`config.mk`:
```
export PLATFORM = sky130hd
export DESIGN_NAME = pool1_exec
export DESIGN_NICKNAME = d
export VERILOG_FILES = /design/src/rtl/pool1_exec_pkg.sv /design/src/rtl/pool1_exec_pool_unit.sv /design/src/rtl/pool1_exec.sv
export SDC_FILE = /design/constraint.sdc
export NUM_CORES = 2
export LEC_CHECK = 0
export ABC_AREA = 1
export CORE_ASPECT_RATIO = 0.6
export CORE_MARGIN = 5
export CORE_UTILIZATION = 58
export CTS_CLUSTER_SIZE = 30
export DETAILED_ROUTE_END_ITERATION = 7
export DONT_BUFFER_PORTS = 1
export PLACE_DENSITY_LB_ADDON = 0.08
export SLEW_MARGIN = 20
export SYNTH_ARGS = -nofsm -noshare
export SYNTH_HDL_FRONTEND = slang
export SYNTH_SLANG_ARGS = --single-unit
```
`constraint.sdc`:
```
create_clock -name clk -period 21.3 [get_ports clk]
set_clock_uncertainty 0.1 [all_clocks]
set_input_delay 3.195 -clock clk [delete_from_list [all_inputs] [get_ports clk]]
set_output_delay 3.195 -clock clk [all_outputs]
set_load 0.02 [all_outputs]
```
`src/rtl/pool1_exec_pkg.sv`:
```
// Shared constants and types for the S2 (2x2 / stride-2 signed max pooling) stage.
// These values are the defaults that pool1_exec and pool_unit take for their parameters.
package pool1_exec_pkg;

  localparam int DW_C    = 16;
  localparam int C1_SIZE = 28;
  localparam int S2_SIZE = C1_SIZE / 2;
  localparam int S2_AW   = 8;
  localparam int NCH     = 6;

  // Pixel position of the current beat, produced once by the counter logic and fanned out to every channel.
  typedef struct packed {
    logic beat;
    logic col_odd;
    logic row_odd;
  } beat_ctrl_t;

endpackage

```
`src/rtl/pool1_exec_pool_unit.sv`:
```
// One channel of S2 max pooling: horizontal pair register, half-width line buffer, vertical max.
// Build option POOL1_RELU_EN clamps negative pooled results to zero before they are registered.
module pool_unit
  import pool1_exec_pkg::*;
#(
  parameter int DW    = DW_C,
  parameter int IMG_W = C1_SIZE,
  parameter int HW    = $clog2(IMG_W) - 1
) (
  input  logic          clk,
  input  logic          rst_n,
  input  beat_ctrl_t    ctrl,
  input  logic [HW-1:0] half_col,
  input  logic [DW-1:0] d,
  output logic [DW-1:0] q
);

  logic [DW-1:0] hreg;
  logic [DW-1:0] hmax;
  logic [DW-1:0] res;
  logic [DW-1:0] lbuf [IMG_W/2];

  function automatic logic [DW-1:0] smax(input logic [DW-1:0] a, input logic [DW-1:0] b);
    return ($signed(a) > $signed(b)) ? a : b;
  endfunction

  assign hmax = smax(hreg, d);
  assign res  = smax(lbuf[half_col], hmax);

  // The line buffer and the pair register are not reset: after a reset the next frame overwrites them before it reads them.
  always_ff @(posedge clk) begin
    if (ctrl.beat && !ctrl.col_odd)
      hreg <= d;
    if (ctrl.beat && ctrl.col_odd && !ctrl.row_odd)
      lbuf[half_col] <= hmax;
  end

  always_ff @(posedge clk) begin
    if (!rst_n) begin
      q <= '0;
    end else if (ctrl.beat && ctrl.col_odd && ctrl.row_odd) begin
`ifdef POOL1_RELU_EN
      q <= res[DW-1] ? '0 : res;
`else
      q <= res;
`endif
    end
  end

endmodule

```
`src/rtl/pool1_exec.sv`:
```
// S2 subsampling stage: raster pixel counters, pooled address/strobe generation, and six pool_unit channels.
// Build option POOL1_RELU_EN (see pool_unit) applies ReLU to the pooled results.
module pool1_exec
  import pool1_exec_pkg::*;
#(
  parameter int DW    = DW_C,
  parameter int IMG_W = C1_SIZE,
  parameter int IMG_H = C1_SIZE,
  parameter int AW    = S2_AW
) (
  input  logic          clk,
  input  logic          rst_n,
  input  logic          frame_sync,
  input  logic          f2_wr_en,
  input  logic [DW-1:0] f2_1_wdata,
  input  logic [DW-1:0] f2_2_wdata,
  input  logic [DW-1:0] f2_3_wdata,
  input  logic [DW-1:0] f2_4_wdata,
  input  logic [DW-1:0] f2_5_wdata,
  input  logic [DW-1:0] f2_6_wdata,
  output logic          s2_wr_en,
  output logic [AW-1:0] s2_waddr,
  output logic [DW-1:0] s2_1_wdata,
  output logic [DW-1:0] s2_2_wdata,
  output logic [DW-1:0] s2_3_wdata,
  output logic [DW-1:0] s2_4_wdata,
  output logic [DW-1:0] s2_5_wdata,
  output logic [DW-1:0] s2_6_wdata,
  output logic          frame_done
);

  localparam int CW = $clog2(IMG_W);
  localparam int RW = $clog2(IMG_H);

  logic [CW-1:0] col;
  logic [RW-1:0] row;
  logic [CW-1:0] ecol;
  logic [RW-1:0] erow;
  logic          emit;
  logic          last_pix;
  logic [AW-1:0] addr_next;
  beat_ctrl_t    ctrl;
  logic [DW-1:0] din  [NCH];
  logic [DW-1:0] dout [NCH];

  // frame_sync redefines the current beat as pixel (0,0), so datapath and address use the effective position.
  assign ecol     = frame_sync ? '0 : col;
  assign erow     = frame_sync ? '0 : row;
  assign last_pix = (ecol == CW'(IMG_W - 1)) && (erow == RW'(IMG_H - 1));
  assign emit     = f2_wr_en && ecol[0] && erow[0];
  assign addr_next = AW'(32'(erow >> 1) * 32'(IMG_W / 2) + 32'(ecol >> 1));

  assign ctrl.beat    = f2_wr_en;
  assign ctrl.col_odd = ecol[0];
  assign ctrl.row_odd = erow[0];

  always_ff @(posedge clk) begin
    if (!rst_n) begin
      col        <= '0;
      row        <= '0;
      s2_wr_en   <= 1'b0;
      frame_done <= 1'b0;
      s2_waddr   <= '0;
    end else begin
      s2_wr_en   <= emit;
      frame_done <= emit && last_pix;
      if (emit)
        s2_waddr <= addr_next;
      if (f2_wr_en) begin
        if (ecol == CW'(IMG_W - 1)) begin
          col <= '0;
          row <= (erow == RW'(IMG_H - 1)) ? '0 : erow + RW'(1);
        end else begin
          col <= ecol + CW'(1);
          row <= erow;
        end
      end else if (frame_sync) begin
        col <= '0;
        row <= '0;
      end
    end
  end

  assign din[0] = f2_1_wdata;
  assign din[1] = f2_2_wdata;
  assign din[2] = f2_3_wdata;
  assign din[3] = f2_4_wdata;
  assign din[4] = f2_5_wdata;
  assign din[5] = f2_6_wdata;

  for (genvar g = 0; g < NCH; g++) begin : g_ch
    pool_unit #(
      .DW    (DW),
      .IMG_W (IMG_W),
      .HW    (CW - 1)
    ) u_pool (
      .clk      (clk),
      .rst_n    (rst_n),
      .ctrl     (ctrl),
      .half_col (ecol[CW-1:1]),
      .d        (din[g]),
      .q        (dout[g])
    );
  end

  assign s2_1_wdata = dout[0];
  assign s2_2_wdata = dout[1];
  assign s2_3_wdata = dout[2];
  assign s2_4_wdata = dout[3];
  assign s2_5_wdata = dout[4];
  assign s2_6_wdata = dout[5];

endmodule

```
# Word level (Yosys, flattened, before mapping)
# Memory sizes are Yosys's and may differ from the RTL's.
# Cells that the tools add are included.
totals:
  ff_bits: 212
  mem_bits_rw: 1344
  in_bits: 100
  out_inout_bits: 106
  word_cells: 70
  n_memories: 6
memory_table:
  columns: ["memory", "depth", "width", "read_ports", "rd_clocked_by_memory_dff", "write_ports", "line_no", "text"]
  rows:
  - ["g_ch[0].u_pool.lbuf", 14, 16, 1, 0, 1, "pool1_exec_pool_unit.sv:21", "logic [DW-1:0] lbuf [IMG_W/2];"]
  - ["g_ch[1].u_pool.lbuf", 14, 16, 1, 0, 1, "pool1_exec_pool_unit.sv:21", null]
  - ["g_ch[2].u_pool.lbuf", 14, 16, 1, 0, 1, "pool1_exec_pool_unit.sv:21", null]
  - ["g_ch[3].u_pool.lbuf", 14, 16, 1, 0, 1, "pool1_exec_pool_unit.sv:21", null]
  - ["g_ch[4].u_pool.lbuf", 14, 16, 1, 0, 1, "pool1_exec_pool_unit.sv:21", null]
  - ["g_ch[5].u_pool.lbuf", 14, 16, 1, 0, 1, "pool1_exec_pool_unit.sv:21", null]
op_classes:
  n_addsub: 3
  n_mul: 1
  order_cmp: 12
  eq_ne: 2
  muxes: 21
  reduce_logical: 8
ops:
  columns: ["operator", "n"]
  rows:
  - ["greater-than comparator 16 bit", 12]
  - ["two-way mux 16 bit", 12]
  - ["two-way mux 5 bit", 7]
  - ["adder 5 x 1 -> 5 bit (second input constant)", 2]
  - ["== test 5 bit (second input constant)", 2]
  - ["adder 8 x 4 -> 8 bit", 1]
  - ["multiplier 4 x 3 -> 7 bit (second input constant)", 1]
  - ["logical AND 1 bit", 6]
  - ["logical NOT 1 bit", 2]
  - ["two-way mux 1 bit", 2]

# Depth between registers and ports, before layout
depth:
  ltp_word: 5
  mapped_depth: 34
  depth_no_buf: 32

# Modules after synthesis
# From an unflattened synthesis, not the netlist that was laid out.
hier_totals:
  cells_unflattened: 6181
  hier_area_um2: 68414.4
by_module_without_submodules:
  columns: ["mod", "instances", "cells_each", "area_per_inst_um2", "seq_area_each_um2"]
  rows:
  - ["pool_unit at g_ch[2].u_pool ...", 3, 1061, 11293.3, 7527.2]
  - ["pool_unit at g_ch[0].u_pool ...", 2, 879, 10816.6, 7527.2]
  - ["pool_unit at g_ch[5].u_pool", 1, 1057, 11539.8, 7527.2]
  - ["pool1_exec", 1, 183, 1361.3, 400.4]

# Worst setup path after synthesis
# OpenSTA, ideal clock, no wires.
synth_timing:
  kind: "in2reg"
  startpoint: "in frame_sync"
  endpoint: "mem g_ch[0].u_pool.lbuf[2][0] (netlist name) (enable)"
  setup_time_ns: 0.668
  arrival_ns: 10.658
  t_required_ns: 20.532
  slack_ns: 9.873
  path_stages: 6
  n_path_buf: 2
  cell_sequence: "nor2_1 > nor2_2 > buf_2 > buf_1 > inv_1 > nor3_1"
synth_via:
  elab_chain_cells: 5
  word_cells_on_any_way: 7
  classes_between: "4 x mux; 3 x reduce/logical"
synth_rtl:
  columns: ["item", "line_no", "text"]
  rows:
  - ["start: declaration", "pool1_exec.sv:13", "input logic frame_sync,"]
  - ["two-way mux 5 bit", null, null]
  - ["logical AND 1 bit / logical NOT 1 bit (equally long branches)", "pool1_exec_pool_unit.sv:34", "if (ctrl.beat && ctrl.col_odd && !ctrl.row_odd)"]
  - ["logical AND 1 bit", "pool1_exec_pool_unit.sv:34", null]
  - ["two-way mux 1 bit", "pool1_exec_pool_unit.sv:34", null]
  - ["two-way mux 1 bit (implied by the code)", "pool1_exec_pool_unit.sv:35", "lbuf[half_col] <= hmax;"]
  - ["end: declaration", "pool1_exec_pool_unit.sv:21", null]
# Parallel ways exist; a longest one is shown, timed or not.

# Worst setup path in the final report
layout_timing:
  startpoint: "in frame_sync"
  endpoint: "reg g_ch[0].u_pool.q[2]"
layout_via:
  elab_chain_cells: 4
  word_cells_on_any_way: 7
  classes_between: "1 x order compare; 3 x mux; 2 x reduce/logical; 1 x memory"
layout_rtl:
  columns: ["item", "line_no", "text"]
  rows:
  - ["two-way mux 5 bit", null, null]
  - ["memory read (14 x 16 bit)", null, null]
  - ["greater-than comparator 16 bit", "pool1_exec_pool_unit.sv:24", "return ($signed(a) > $signed(b)) ? a : b;"]
  - ["two-way mux 16 bit", "pool1_exec_pool_unit.sv:24", null]
  - ["end signal: assignment", "pool1_exec_pool_unit.sv:45", "q <= res;"]
  - ["end: declaration", "pool1_exec_pool_unit.sv:15", "output logic [DW-1:0] q"]
# Parallel ways exist; a longest one is shown, timed or not.
# A chain may end at the register's enable or synchronous reset.

==> flow_metrics.env <==
export IMPL_status="finished, final reports clean"
export IMPL_top_usage_layer="met1"
export IMPL_synth_nets=6362
export IMPL_place_area_um2=67800
export IMPL_viasPerCell=5.83
export IMPL_port_buffers=0
export IMPL_avgSynthCellArea_um2=11.0
export IMPL_routabilityCongestion=0.864
export IMPL_num_vias=44500
export IMPL_grt_max_degree=179
export IMPL_power_density_nw_per_um2=90.2
export IMPL_die_h_um=272
export IMPL_required_ns=21.90
export IMPL_grt_pass1_wl_um=262000
export IMPL_hold_viol=0
export IMPL_maxSlewViolCount=0
export IMPL_clk_pin_slew_ns=0.06
export IMPL_io_pins=206
export IMPL_setup_tns_final_ns=0
export IMPL_clockBufferDepth=3
export IMPL_grt_use_met2=0.416
export IMPL_fin_crit_ns=8.04
export IMPL_drt_iter0_markers=4441
export IMPL_slew_headroom=0.220
export IMPL_cp_end_kind="flip-flop"
export IMPL_rsz0062_at_grt="false"
export IMPL_vdd_drop_max_v=0.0000744
export IMPL_min_period_over_period=0.377
export IMPL_grt_overflow=0
export IMPL_cp_arrival_ns=8.63
export IMPL_synthArstFlopShare=0
export IMPL_use_met1=0.443
export IMPL_synth_largest_area_cell="edfxtp_1"
export IMPL_power_leakage_nw=27.0
export IMPL_use_met3=0.0577
export IMPL_finalInstanceArea_um2=72300
export IMPL_post_route_drc_count=0
export IMPL_routed_wl_um=174000
export IMPL_ys_top_cells_by_area="edfxtp_1, nand2_1, ha_1"
export IMPL_cts_sink_count=1556
export IMPL_hp_class="reg -> reg"
export IMPL_core_um2=114000
export IMPL_crit_start="frame_sync"
export IMPL_wl_per_cell_um=22.9
export IMPL_htree_levels=4
export IMPL_ctsHoldBuffers=0
export IMPL_cts_root_buffer="clkbuf_16"
export IMPL_syn_to_final_growth_pct=8.86
export IMPL_die_x_um=447
export IMPL_setup_viol=0
export IMPL_antenna_found_initial=2
export IMPL_synth_cell_type_count=31
export IMPL_synthFlopType="edfxtp_1"
export IMPL_dp_hpwl_um=92600
export IMPL_die_area_um2=122000
export IMPL_cts_tree="yes"
export IMPL_fmaxAchievable_ghz=0.124
export IMPL_cts_setup_buffers=0
export IMPL_nets=6306
export IMPL_synth_top_cell_area_share=0.651
export IMPL_drv_cap=0
export IMPL_initial_utilization=0.583
export IMPL_track_usage=0.286
export IMPL_syn_inst=6052
export IMPL_drive_gt1_frac=0.0501
export IMPL_synth_warnings=0
export IMPL_hold_start="row[3]$_SDFF_PN0_"
export IMPL_crit_type="in -> reg"
export IMPL_fillers=8967
export IMPL_yosysSeqAreaShare=0.686
export IMPL_rrSetupSlack_ns=15.28
export IMPL_dr_pass1_iters=6
export IMPL_grt_pass1_vias=41900
export IMPL_ctsResizeCount=0
export IMPL_rows=96
export IMPL_netlist_area_um2=66400
export IMPL_ys_ff_latch=1556
export IMPL_rr_startpoint="col[1]$_SDFF_PN0_"
export IMPL_critPathLaunchType="primary input"
export IMPL_crit_fanout=75
export IMPL_ant_nets=0
export IMPL_clock_latency_ns=0.78
export IMPL_cts_buffers=142
export IMPL_tightestPinTransition_ns=1.17
export IMPL_synth_edf_count=1440
[final timing paths]
check | to | depth (start not counted)
worst min-delay path | row[3]$_SDFF_PN0_ | 3
worst min register to register | row[3]$_SDFF_PN0_ | 3
worst max-delay path | g_ch[0].u_pool.q[2]$_SDFFE_PN0P_ | 22
worst max register to register | g_ch[0].u_pool.q[2]$_SDFFE_PN0P_ | 21
[layout by cell type (no fill, tap or decap), drive strengths merged]
cell / netlist / final
nand4: 363 / 363
clkinvlp: 0 / 8
edfxtp: 1440 / 1440
nor3: 80 / 80
a211oi: 2 / 2
a31oi: 1 / 1
nor2: 419 / 419
dfxtp: 116 / 116
clkbuf: 118 / 191
inv: 366 / 372
nand3b: 1 / 1
clkinv: 1 / 46
o211ai: 16 / 16
nand2: 2177 / 2177
o21bai: 2 / 2
o21ai: 44 / 44
or2: 15 / 15
nand3: 278 / 278
a21o: 12 / 12
bufinv: 0 / 7
diode: 0 / 1
xor2: 6 / 6
buf: 147 / 65
ha: 205 / 205
fa: 5 / 5
xnor2: 1 / 1
a21oi: 237 / 237
[power breakdown]
| part | internal (mW) | switching (mW) | total (mW) |
|---|---|---|---|
| Combinational | 0.137 | 0.422 | 0.559 |
| Sequential | 3.46 | 0.00902 | 3.47 |
| Clock | 1.38 | 1.11 | 2.49 |
[worst max-delay path, stage by stage]
cell and delay [ns]:
inv_2 0.12, nand2_8 0.36, nor2_4 0.22, buf_4 0.77, buf_4 0.91, nand2_1 0.15, nand4_1 0.15, nand2_1 0.06
nand2_1 0.10, nor2_1 0.08, inv_1 0.07, ha_1 0.23, a21o_1 0.18, nor2_1 0.10, nand2_1 0.10, nand2_1 0.09
nand3_1 0.07, nand2_1 0.45, nand2_1 0.54, nand3_1 0.26, nand2_1 0.07, a21oi_1 0.12
[Yosys cell counts, drive strengths merged (5+ instances only)]
| cell | number |
|---|---|
| buf | 147 |
| a21o | 12 |
| nand3 | 278 |
| edfxtp | 1440 |
| fa | 5 |
| nand4 | 363 |
| ha | 205 |
| o211ai | 16 |
| xor2 | 6 |
| inv | 366 |
| clkbuf | 118 |
| a21oi | 237 |
| nor3 | 80 |
| nand2 | 2177 |
| or2 | 15 |
| o21ai | 44 |
| nor2 | 419 |
| dfxtp | 116 |
[per-layer routing]
layer	share of wire	up-vias	wire length [um]
met5	0	-	0
met4	0.022	0	3810
met3	0.096	219	16800
met2	0.43	1936	74700
met1	0.45	21600	79100
li1	-	20700	-
[cell families after synthesis]
kind of cell	after synthesis	share of synthesized area
flip-flops	1556	0.686
XOR/XNOR	7	0.000923
adder cells (fa/ha/maj)	210	0.0401
buffers and inverters	632	0.0384
AND/OR/NAND/NOR	3333	0.210
AO/OA/AOI/OAI	314	0.0249
[state kept, by name, indices dropped and copies added, names as in the netlist]
register and count:
g_ch.u_pool.q 96, g_ch.u_pool.lbuf 1344, frame_done 1, s2_waddr 8, s2_wr_en 1, row 5, g_ch.u_pool.hreg 96, col 5
[layout make-up]
cell class                 instances  area, um2  area share
tap                             1519       1900      0.0263
sequential                      1556      45600       0.630
antenna                            1       2.50   0.0000346
multi-input combinational       3864      18500       0.255
clock buffer                     191       3920      0.0541
timing repair buffer              65        541     0.00747
inverter                         367       1400      0.0193
clock inverter                    66        536     0.00741
[stage by stage]
stage / cells / power, mW / hold WS, ns / setup slack, ns / util
6_report: 7629 / 6.52 / 0.456 / 13.26 / 0.634
5_1_grt: 7629 / 6.76 / 0.486 / 12.86 / 0.634
2_1_floorplan: 6052 / 3.92 / 0.412 / 9.87 / -
4_1_cts: 7626 / 6.55 / 0.456 / 13.33 / 0.634
3_3_place_gp: 7369 / 4.08 / 0.441 / 12.62 / 0.595
3_5_place_dp: 7369 / 4.09 / 0.444 / 12.55 / 0.595
(Power assumes the default switching activity.)
